## config.mk

```make
export PLATFORM = sky130hd
export DESIGN_NAME = tv80_alu16_seq_flat
export DESIGN_NICKNAME = d
export VERILOG_FILES = /design/src/rtl/tv80_alu16_seq_if.sv /design/src/rtl/tv80_alu16_seq.sv /design/src/flat_wrapper.sv
export SDC_FILE = /design/constraint.sdc
export NUM_CORES = 1
export LEC_CHECK = 0
export BUFFER_PORTS_ARGS = -buffer_cell sky130_fd_sc_hd__buf_2
export CORE_ASPECT_RATIO = 0.8
export CORE_UTILIZATION = 53
export DETAILED_ROUTE_END_ITERATION = 10
export PLACE_DENSITY = 0.88
export SLEW_MARGIN = 30
export SYNTH_ARGS = -nofsm -noshare
export SYNTH_HDL_FRONTEND = slang
export SYNTH_SLANG_ARGS = --single-unit
```

## constraint.sdc

```tcl
create_clock -name clk -period 3.9 [get_ports clk]
set_clock_uncertainty 0.1 [all_clocks]
set_input_delay 0.585 -clock clk [delete_from_list [all_inputs] [get_ports clk]]
set_output_delay 0.585 -clock clk [all_outputs]
set_load 0.1 [all_outputs]
```

## src/rtl/tv80_alu16_seq_if.sv

```systemverilog
// Handshake and ALU-side bus of the 16-bit ALU sequencer.
// slave = sequencer side, master = core/ALU environment side.
interface tv80_alu16_seq_if;
  logic        start;
  logic [1:0]  op;
  logic [15:0] opa;
  logic [15:0] opb;
  logic [7:0]  f_in;
  logic        busy;
  logic        done;
  logic [15:0] result;
  logic [7:0]  f_out;
  logic [3:0]  alu_op;
  logic        alu_arith16;
  logic        alu_z16;
  logic [7:0]  alu_bus_a;
  logic [7:0]  alu_bus_b;
  logic [7:0]  alu_f_in;
  logic [7:0]  alu_q;
  logic [7:0]  alu_f;

  modport slave (
    input  start, op, opa, opb, f_in, alu_q, alu_f,
    output busy, done, result, f_out,
           alu_op, alu_arith16, alu_z16, alu_bus_a, alu_bus_b, alu_f_in
  );

  modport master (
    output start, op, opa, opb, f_in, alu_q, alu_f,
    input  busy, done, result, f_out,
           alu_op, alu_arith16, alu_z16, alu_bus_a, alu_bus_b, alu_f_in
  );
endinterface

```

## src/rtl/tv80_alu16_seq.sv

```systemverilog
// Runs 16-bit ADD/ADC/SBC HL,rr as two passes (low byte, high byte) on the 8-bit tv80_alu.
// Define TV80_ALU16_SEQ_CP16_EN to accept op=11 as a 16-bit compare (flags only).
//
// state | meaning
// IDLE  | waiting for start; alu_* outputs held at 0
// LO    | low-byte pass on the ALU
// HI    | high-byte pass, Z and carry chained through lo_f
module tv80_alu16_seq #(
  parameter int FLAG_C = 0,
  parameter int FLAG_Z = 6
) (
  input  logic                   clk,
  input  logic                   reset,
  tv80_alu16_seq_if.slave        bus
);

  typedef enum logic [1:0] {IDLE, LO, HI} state_t;

  localparam logic [1:0] OP_ADD = 2'b00;
  localparam logic [1:0] OP_ADC = 2'b01;
  localparam logic [1:0] OP_SBC = 2'b10;
  localparam logic [1:0] OP_CP  = 2'b11;

  state_t      state_q, state_d;
  logic [1:0]  op_q, op_d;
  logic [15:0] opa_q, opa_d;
  logic [15:0] opb_q, opb_d;
  logic [7:0]  fin_q, fin_d;
  logic [7:0]  lo_res_q, lo_res_d;
  logic [7:0]  lo_f_q, lo_f_d;
  logic [15:0] result_q, result_d;
  logic [7:0]  f_out_q, f_out_d;
  logic        done_q, done_d;
  logic        op_legal;

  logic [3:0]  alu_op;
  logic        alu_arith16;
  logic        alu_z16;
  logic [7:0]  alu_bus_a;
  logic [7:0]  alu_bus_b;
  logic [7:0]  alu_f_in;

`ifdef TV80_ALU16_SEQ_CP16_EN
  assign op_legal = 1'b1;
`else
  assign op_legal = (bus.op != OP_CP);
`endif

  always_ff @(posedge clk or posedge reset) begin
    if (reset) begin
      state_q  <= IDLE;
      op_q     <= 2'b00;
      opa_q    <= 16'h0000;
      opb_q    <= 16'h0000;
      fin_q    <= 8'h00;
      lo_res_q <= 8'h00;
      lo_f_q   <= 8'h00;
      result_q <= 16'h0000;
      f_out_q  <= 8'h00;
      done_q   <= 1'b0;
    end else begin
      state_q  <= state_d;
      op_q     <= op_d;
      opa_q    <= opa_d;
      opb_q    <= opb_d;
      fin_q    <= fin_d;
      lo_res_q <= lo_res_d;
      lo_f_q   <= lo_f_d;
      result_q <= result_d;
      f_out_q  <= f_out_d;
      done_q   <= done_d;
    end
  end

  always_comb begin
    state_d  = state_q;
    op_d     = op_q;
    opa_d    = opa_q;
    opb_d    = opb_q;
    fin_d    = fin_q;
    lo_res_d = lo_res_q;
    lo_f_d   = lo_f_q;
    result_d = result_q;
    f_out_d  = f_out_q;
    done_d   = 1'b0;
    case (state_q)
      IDLE: begin
        if (bus.start && op_legal) begin
          op_d    = bus.op;
          opa_d   = bus.opa;
          opb_d   = bus.opb;
          fin_d   = bus.f_in;
          state_d = LO;
        end
      end
      LO: begin
        lo_res_d = bus.alu_q;
        lo_f_d   = bus.alu_f;
        state_d  = HI;
      end
      HI: begin
        // a compare only reports flags; the previous result stays visible
        if (op_q != OP_CP) result_d = {bus.alu_q, lo_res_q};
        f_out_d = bus.alu_f;
        done_d  = 1'b1;
        state_d = IDLE;
      end
      default: state_d = IDLE;
    endcase
  end

  always_comb begin
    alu_op      = 4'b0000;
    alu_arith16 = 1'b0;
    alu_z16     = 1'b0;
    alu_bus_a   = 8'h00;
    alu_bus_b   = 8'h00;
    alu_f_in    = 8'h00;
    case (state_q)
      LO: begin
        alu_bus_a   = opa_q[7:0];
        alu_bus_b   = opb_q[7:0];
        alu_f_in    = fin_q;
        alu_arith16 = (op_q == OP_ADD);
        case (op_q)
          OP_ADD:  alu_op = 4'b0000;
          OP_ADC:  alu_op = 4'b0001;
          OP_SBC:  alu_op = 4'b0011;
          default: alu_op = 4'b0010;
        endcase
      end
      HI: begin
        alu_bus_a   = opa_q[15:8];
        alu_bus_b   = opb_q[15:8];
        alu_f_in    = lo_f_q;
        alu_arith16 = (op_q == OP_ADD);
        alu_z16     = (op_q != OP_ADD);
        alu_op      = (op_q == OP_ADD || op_q == OP_ADC) ? 4'b0001 : 4'b0011;
      end
      default: ;
    endcase
  end

  assign bus.busy        = (state_q != IDLE);
  assign bus.done        = done_q;
  assign bus.result      = result_q;
  assign bus.f_out       = f_out_q;
  assign bus.alu_op      = alu_op;
  assign bus.alu_arith16 = alu_arith16;
  assign bus.alu_z16     = alu_z16;
  assign bus.alu_bus_a   = alu_bus_a;
  assign bus.alu_bus_b   = alu_bus_b;
  assign bus.alu_f_in    = alu_f_in;

  // ADD HL,rr must keep Z from f_in and carry out of bit 15
  logic [16:0] add_sum_chk;
  assign add_sum_chk = {1'b0, opa_q} + {1'b0, opb_q};

  a_add_flags: assert property (@(posedge clk) disable iff (reset)
    (done_q && op_q == OP_ADD) |->
      (f_out_q[FLAG_Z] == fin_q[FLAG_Z] && f_out_q[FLAG_C] == add_sum_chk[16]));

endmodule

```

## src/flat_wrapper.sv

```systemverilog
// flat-port wrapper written by rule: the top's interface ports become plain ports
module tv80_alu16_seq_flat 
#(
  parameter int FLAG_C = 0,
  parameter int FLAG_Z = 6
)
  (clk, reset, bus_start, bus_op, bus_opa, bus_opb, bus_f_in, bus_alu_q, bus_alu_f, bus_busy, bus_done, bus_result, bus_f_out, bus_alu_op, bus_alu_arith16, bus_alu_z16, bus_alu_bus_a, bus_alu_bus_b, bus_alu_f_in);
  tv80_alu16_seq_if bus_i ();
  input  logic clk;
  input  logic reset;
  input wire logic [$bits(bus_i.start)-1:0] bus_start;
  input wire logic [$bits(bus_i.op)-1:0] bus_op;
  input wire logic [$bits(bus_i.opa)-1:0] bus_opa;
  input wire logic [$bits(bus_i.opb)-1:0] bus_opb;
  input wire logic [$bits(bus_i.f_in)-1:0] bus_f_in;
  input wire logic [$bits(bus_i.alu_q)-1:0] bus_alu_q;
  input wire logic [$bits(bus_i.alu_f)-1:0] bus_alu_f;
  output wire logic [$bits(bus_i.busy)-1:0] bus_busy;
  output wire logic [$bits(bus_i.done)-1:0] bus_done;
  output wire logic [$bits(bus_i.result)-1:0] bus_result;
  output wire logic [$bits(bus_i.f_out)-1:0] bus_f_out;
  output wire logic [$bits(bus_i.alu_op)-1:0] bus_alu_op;
  output wire logic [$bits(bus_i.alu_arith16)-1:0] bus_alu_arith16;
  output wire logic [$bits(bus_i.alu_z16)-1:0] bus_alu_z16;
  output wire logic [$bits(bus_i.alu_bus_a)-1:0] bus_alu_bus_a;
  output wire logic [$bits(bus_i.alu_bus_b)-1:0] bus_alu_bus_b;
  output wire logic [$bits(bus_i.alu_f_in)-1:0] bus_alu_f_in;
  assign bus_i.start = bus_start;
  assign bus_i.op = bus_op;
  assign bus_i.opa = bus_opa;
  assign bus_i.opb = bus_opb;
  assign bus_i.f_in = bus_f_in;
  assign bus_i.alu_q = bus_alu_q;
  assign bus_i.alu_f = bus_alu_f;
  assign bus_busy = bus_i.busy;
  assign bus_done = bus_i.done;
  assign bus_result = bus_i.result;
  assign bus_f_out = bus_i.f_out;
  assign bus_alu_op = bus_i.alu_op;
  assign bus_alu_arith16 = bus_i.alu_arith16;
  assign bus_alu_z16 = bus_i.alu_z16;
  assign bus_alu_bus_a = bus_i.alu_bus_a;
  assign bus_alu_bus_b = bus_i.alu_bus_b;
  assign bus_alu_f_in = bus_i.alu_f_in;
  tv80_alu16_seq #(.FLAG_C(FLAG_C), .FLAG_Z(FLAG_Z)) u_core (.clk(clk), .reset(reset), .bus(bus_i));
endmodule
```

==> flow_summary_export.csv, run 1 <==
group,metric,value,unit
finish,design.final.nets,446,
floorplanning,initial_utilization,0.554,
global_route,antenna_found_initial,0,
finish,seq_area,2130,sq um
cts,clkSlewWorstSetupHoldPaths,0.09,ns
status,failing_checks,"design-rule violations",
timing,setup_viol,0,
place,placement.io_buffers,114,
finish,layout-drive-gt1-share,0.577,
cts,cts_tree,"yes",
finish,multi_input_area,1610,sq um
cts,post-cts-setup-buffers,0,
setup_path,worst-endpoint-arrival,2.42,ns
yosys,synth.largest_area_cell,"dfrtp_1",
floorplanning,die_h,78.5,microns
finish,utilization_after_layout,0.670,
timing,time_the_worst_path_needs_with_i_o_delays_and_setup,3.11,ns
yosys,netlist-cell-type-count,22,
setup_path,timing.critical_path.fanout_max,27,
timing,final-hold-violation-count,0,
global_route,grt_max_degree,54,
timing,sum_of_negative_setup_slack,0,ns
setup_path,critical-path-top-delay-family,"adder cells",
yosys,syn_area,3880,sq um
cts,cts_buffer_depth,2,
global_route,grt_pass1_wl,12900,microns
yosys,ys.flop_type,"dfrtp_1",
global_route,met3_usage,0.0516,
floorplanning,top_level_ports,117,
drt,drt-wirelength-per-cell,16.5,microns
floorplanning,chipWidth,97.6,microns
yosys,ys_warn_count,0,
cts,post_cts_hold_buffer_count,0,
global_route,gr-usage-met2,0.362,
drt,vias,2418,
cts,clock_sink_count,85,
yosys,synth.area.top_cells,"dfrtp_1 55%, mux2_4 15%, mux2_2 12%",
cts,worstSkewPairLatency,0.34,ns
yosys,seq_area_frac_synth,0.549,
setup_path,critPathKind,"reg2out",
yosys,synth_common_cells,"85 x dfrtp_1, 42 x mux2_2, 40 x mux2_4",
yosys,post_synth.cell_area_avg,14.7,sq um
cts,cts_made_buffers,9,
yosys,synth_seq_cells,85,
cts,htree_num_levels,3,
finish,antennaDiodeCount,0,
setup_path,setup.worst_path.start_class,"flop",
setup_path,critical-path-max-stage-delay,0.78,ns
drt,drt_drc_violations_left,10,
cts,number_of_gates_given_a_new_drive_strength_after_cts,0,
global_route,global_route.usage.met1,0.283,
global_route,grt-ovfl-total,0,
global_route,gr-usage-all-layers,0.217,
job,drv_cap,0,
setup_path,endpoint_kind,"primary output",
yosys,synth_edf_count,0,
place,hpwlAfterDp,5310,microns
setup_path,critPathBufInv,2,
setup_path,critical_path_required,3.21,ns
yosys,synth_instances,264,
status,run_status,"finished with violations",
timing,achievable_frequency,0.322,GHz
place,place.gp.congestion,0.752,
timing,max-slew-margin-rel,0.458,
setup_path,critical_path.cell_chain,"inv_1, ha_1, a21boi_0, buf_2",
drt,routed_wire_length,7740,microns
timing,slew_at_the_pin_with_the_worst_max_slew_slack,0.813,ns
global_route,top_usage_layer,"met2",
setup_path,timing.critical_path.slowest_stage_cell,"ha_1",
drt,drt.antenna.violating_nets,0,
floorplanning,rows,27,
timing,rsz0062_at_grt,"false",
drt,first_drt_iteration_drcs,77,
finish,fillCellCount,501,
drt,drt_first_pass_iters,7,
global_route,first_global_vias,2515,
finish,flow.area_growth_from_synthesis,20.8,%
worst_hold_path,hold_path.class,"in2async",
floorplanning,design.die.area,7660,sq um
yosys,ys_async_sr_fraction,1.00,
yosys,top_cell_type_s_share_of_synthesized_area,0.549,
yosys,post-synth-top-count-cell,"dfrtp_1",
floorplanning,core_area,6990,sq um
drt,route.detailed.vias_per_inst,5.17,
timing,min_period_over_period,0.796,
cts,clockRootBuffer,"clkbuf_8",
timing,slew_violations,0,
==> cells in the final DEF (no fill, tap or decap), drive strengths merged <==
cell	instances
buf	118
dfrtp	85
mux2	82
nor2b	26
a22oi	24
clkbuf	10
ha	9
inv	7
nor2	3
clkinv	3
o21ai	2
conb	2
a21boi	2
nand2	2
nand2b	1
a21oi	1
and2	1
o31ai	1
clkinvlp	1
bufinv	1
==> layer usage <==
layer | vias to the layer above | part of all wire
li1 | 1138 | -
met1 | 1212 | 0.45
met2 | 60 | 0.50
met3 | 8 | 0.041
met4 | 0 | 0.012
met5 | - | 0
==> final cells by class <==
class | count | share of cell area
clock buffer | 10 | 0.0294
clock inverter | 6 | 0.0152
inverter | 6 | 0.00534
multi-input combinational | 156 | 0.345
sequential | 85 | 0.454
tap | 87 | 0.0232
timing repair buffer | 118 | 0.128
==> metrics by stage <==
stage / hold WS (ns) / area, sq um / setup WS (ns) / instances
6_report: 0.227 / 4680 / 0.794 / 468
5_1_grt: 0.270 / 4680 / 0.639 / 468
4_1_cts: 0.321 / 4680 / 0.755 / 468
3_5_place_dp: 0.389 / 4470 / 1.15 / 452
3_3_place_gp: 0.383 / 4470 / 1.19 / 452
2_1_floorplan: 0.377 / 3880 / 0.122 / 265
==> worst paths after layout <==
check / from / to / slack, ns / cells past startpoint
max reg2reg: u_core.state_q[1] / u_core.lo_res_q[0] / 1.78 / 4
max: u_core.state_q[0] / bus_alu_op[1] / 0.79 / 4
max in group asynchronous: reset / u_core.bus.result[15] / 2.58 / 3
min in group clk: bus_opb[2] / u_core.opb_q[2] / 0.36 / 2
min reg2reg: u_core.bus.f_out[4] / u_core.bus.f_out[4] / 0.40 / 1
min: reset / u_core.bus.result[9] / 0.23 / 2
==> sequential cells by signal, indices dropped and copies added, names as in the netlist <==
| name | count |
|---|---|
| u_core.bus.done | 1 |
| u_core.bus.f_out | 8 |
| u_core.bus.result | 16 |
| u_core.fin_q | 8 |
| u_core.lo_f_q | 8 |
| u_core.lo_res_q | 8 |
| u_core.op_q | 2 |
| u_core.opa_q | 16 |
| u_core.opb_q | 16 |
| u_core.state_q | 2 |
==> logic make-up (layout without fill, tap and decap cells) <==
group           after synthesis  in the layout  share of synthesized area
fa+ha+maj                     9              9                     0.0290
buf+inv                      24            140                     0.0368
simple gates                 33             33                     0.0507
other cells                   1              2                   0.000967
flops                        85             85                      0.549
mux                          82             82                      0.277
compound gates               30             30                     0.0571
Power of run 1 is left out: the tool's default activity adds up to more than one toggle a clock period on the data nets, which glitch-free logic cannot reach.
==> run 2: changes to the inputs <==
Settings changed: CORE_UTILIZATION 53 to 46, PLACE_DENSITY 0.88 to 0.81.
Clock period 3.9 ns to 2.69 ns, I/O delays scaled along.
==> run 2 against run 1 <==
The run now ends clean. Critical endpoint unchanged. Core utilization shrank 2.1 points. Die area grew 15%. Sequential share of layout area shrank 4.7 points. Worst hold slack lost 0.18 ns.
==> flow_summary_export.csv, run 2 (same netlist as run 1, synthesis figures left out) <==
group,metric,value,unit
status,run_status,"complete, no violations",
cts,post_cts_hold_buffer_count,0,
global_route,first_global_vias,2686,
place,hpwlAfterDp,5790,microns
finish,design.final.nets,451,
floorplanning,chipWidth,105,microns
floorplanning,core_area,8060,sq um
cts,post-cts-setup-buffers,0,
setup_path,timing.critical_path.fanout_max,18,
setup_path,worstSetupStartpoint,"u_core.state_q[0]",
cts,htree_num_levels,3,
finish,fillCellCount,604,
setup_path,endpoint_kind,"primary output",
drt,route.detailed.vias_per_inst,5.05,
cts,number_of_gates_given_a_new_drive_strength_after_cts,0,
setup_path,critical_path_required,2.19,ns
global_route,antenna_found_initial,0,
setup_path,worst-r2r-setup-slack,0.86,ns
floorplanning,initial_utilization,0.481,
finish,flow.area_growth_from_synthesis,34.9,%
setup_path,critical_path.reg2reg.endpoint,"u_core.bus.result[8]",
setup_path,critical_path.cell_chain,"inv_1, ha_1, buf_4, a21boi_1, buf_12",
global_route,grt-ovfl-total,0,
setup_path,critPathKind,"reg2out",
drt,drt-wirelength-per-cell,16.4,microns
global_route,grt_max_degree,86,
timing,rsz0062_at_grt,"false",
timing,time_the_worst_path_needs_with_i_o_delays_and_setup,2.52,ns
drt,vias,2494,
cts,clkSlewWorstSetupHoldPaths,0.08,ns
finish,final_common_cell,"buf_2",
setup_path,worst-endpoint-arrival,2.02,ns
timing,achievable_frequency,0.396,GHz
cts,cts_made_buffers,9,
floorplanning,top_level_ports,117,
floorplanning,rows,29,
drt,drt.antenna.violating_nets,0,
setup_path,rr_worst_depth,6,
place,place.gp.congestion,0.747,
timing,slew_violations,0,
timing,final-hold-violation-count,0,
finish,layout_common_cells,"86 x buf_2, 85 x dfrtp_1, 42 x mux2_2",
drt,first_drt_iteration_drcs,93,
setup_path,endpoint,"bus_alu_op[1]",
cts,cts_tree,"yes",
finish,antennaDiodeCount,0,
finish,multi_input_area,1680,sq um
place,placement.io_buffers,114,
setup_path,setup.worst_path.start_class,"flop",
worst_hold_path,hold_path.class,"in2async",
setup_path,critical-path-max-stage-delay,0.43,ns
finish,utilization_after_layout,0.649,
cts,cts_buffer_depth,2,
setup_path,r2r_start,"u_core.state_q[0]",
job,drv_cap,0,
cts,worstSkewPairLatency,0.36,ns
drt,drt_first_pass_iters,4,
timing,setup_viol,0,
setup_path,timing.critical_path.slowest_stage_cell,"ha_1",
global_route,gr-usage-all-layers,0.201,
floorplanning,design.die.area,8800,sq um
floorplanning,die_h,84.1,microns
finish,layout-drive-gt1-share,0.645,
finish,seq_area,2130,sq um
cts,clockRootBuffer,"clkbuf_8",
global_route,grt_pass1_wl,13600,microns
cts,clock_sink_count,85,
drt,drt_drc_violations_left,0,
timing,min_period_over_period,0.938,
drt,routed_wire_length,8090,microns
[run 2: cell count changes in the layout (fill, tap and decap cells not counted), sizes merged]
cell / change
buf: +5
bufinv: -1
clkbuf: +3
clkinv: -2
clkinvlp: +2
inv: -2
[run 2: area by class of cell]
class / instances / area share
Clock buffer: 13 / 0.0304
Clock inverter: 3 / 0.00383
Inverter: 6 / 0.00502
Multi-Input combinational cell: 156 / 0.321
Sequential cell: 85 / 0.407
Tap cell: 108 / 0.0258
Timing Repair Buffer: 123 / 0.207
[run 2: worst min path at each step]
stage	startpoint	endpoint	slack (ns)	cells past startpoint
after global placement	u_core.bus.result[9]	u_core.bus.result[9]	0.38	1
after floorplan	u_core.lo_res_q[0]	u_core.bus.result[0]	0.38	1
final	reset	u_core.bus.f_out[3]	0.05	3
after global routing	reset	u_core.bus.f_out[3]	0.09	3
after CTS	reset	u_core.bus.f_out[4]	0.08	3
after detailed placement	u_core.bus.result[9]	u_core.bus.result[9]	0.39	1
[run 2: critical path, delay by kind of cell (launching register included)]
family	cells	cell delay, ns
flip-flops	1	0.40
buffers and inverters	3	0.55
adder cells (fa/ha/maj)	1	0.43
AO/OA/AOI/OAI	1	0.28
[run 2: per-stage QoR]
stage	cells	TNS (ns)	hold slack, ns	instance area, sq um	setup slack, ns
finish	494	0	0.0485	5230	0.166
floorplan	265	-0.171	0.377	3950	-0.171
CTS	494	0	0.0785	5230	0.110
global route	494	0	0.0907	5230	0.0114
global placement	478	0	0.381	5050	0.551
detailed placement	478	0	0.390	5050	0.513
[run 2: metal layers]
layer,track usage,part of all wire
met3,0.0718,0.069
met2,0.323,0.48
met5,0,0
met1,0.256,0.43
met4,0.0627,0.016
Power of run 2 is left out for the same reason.
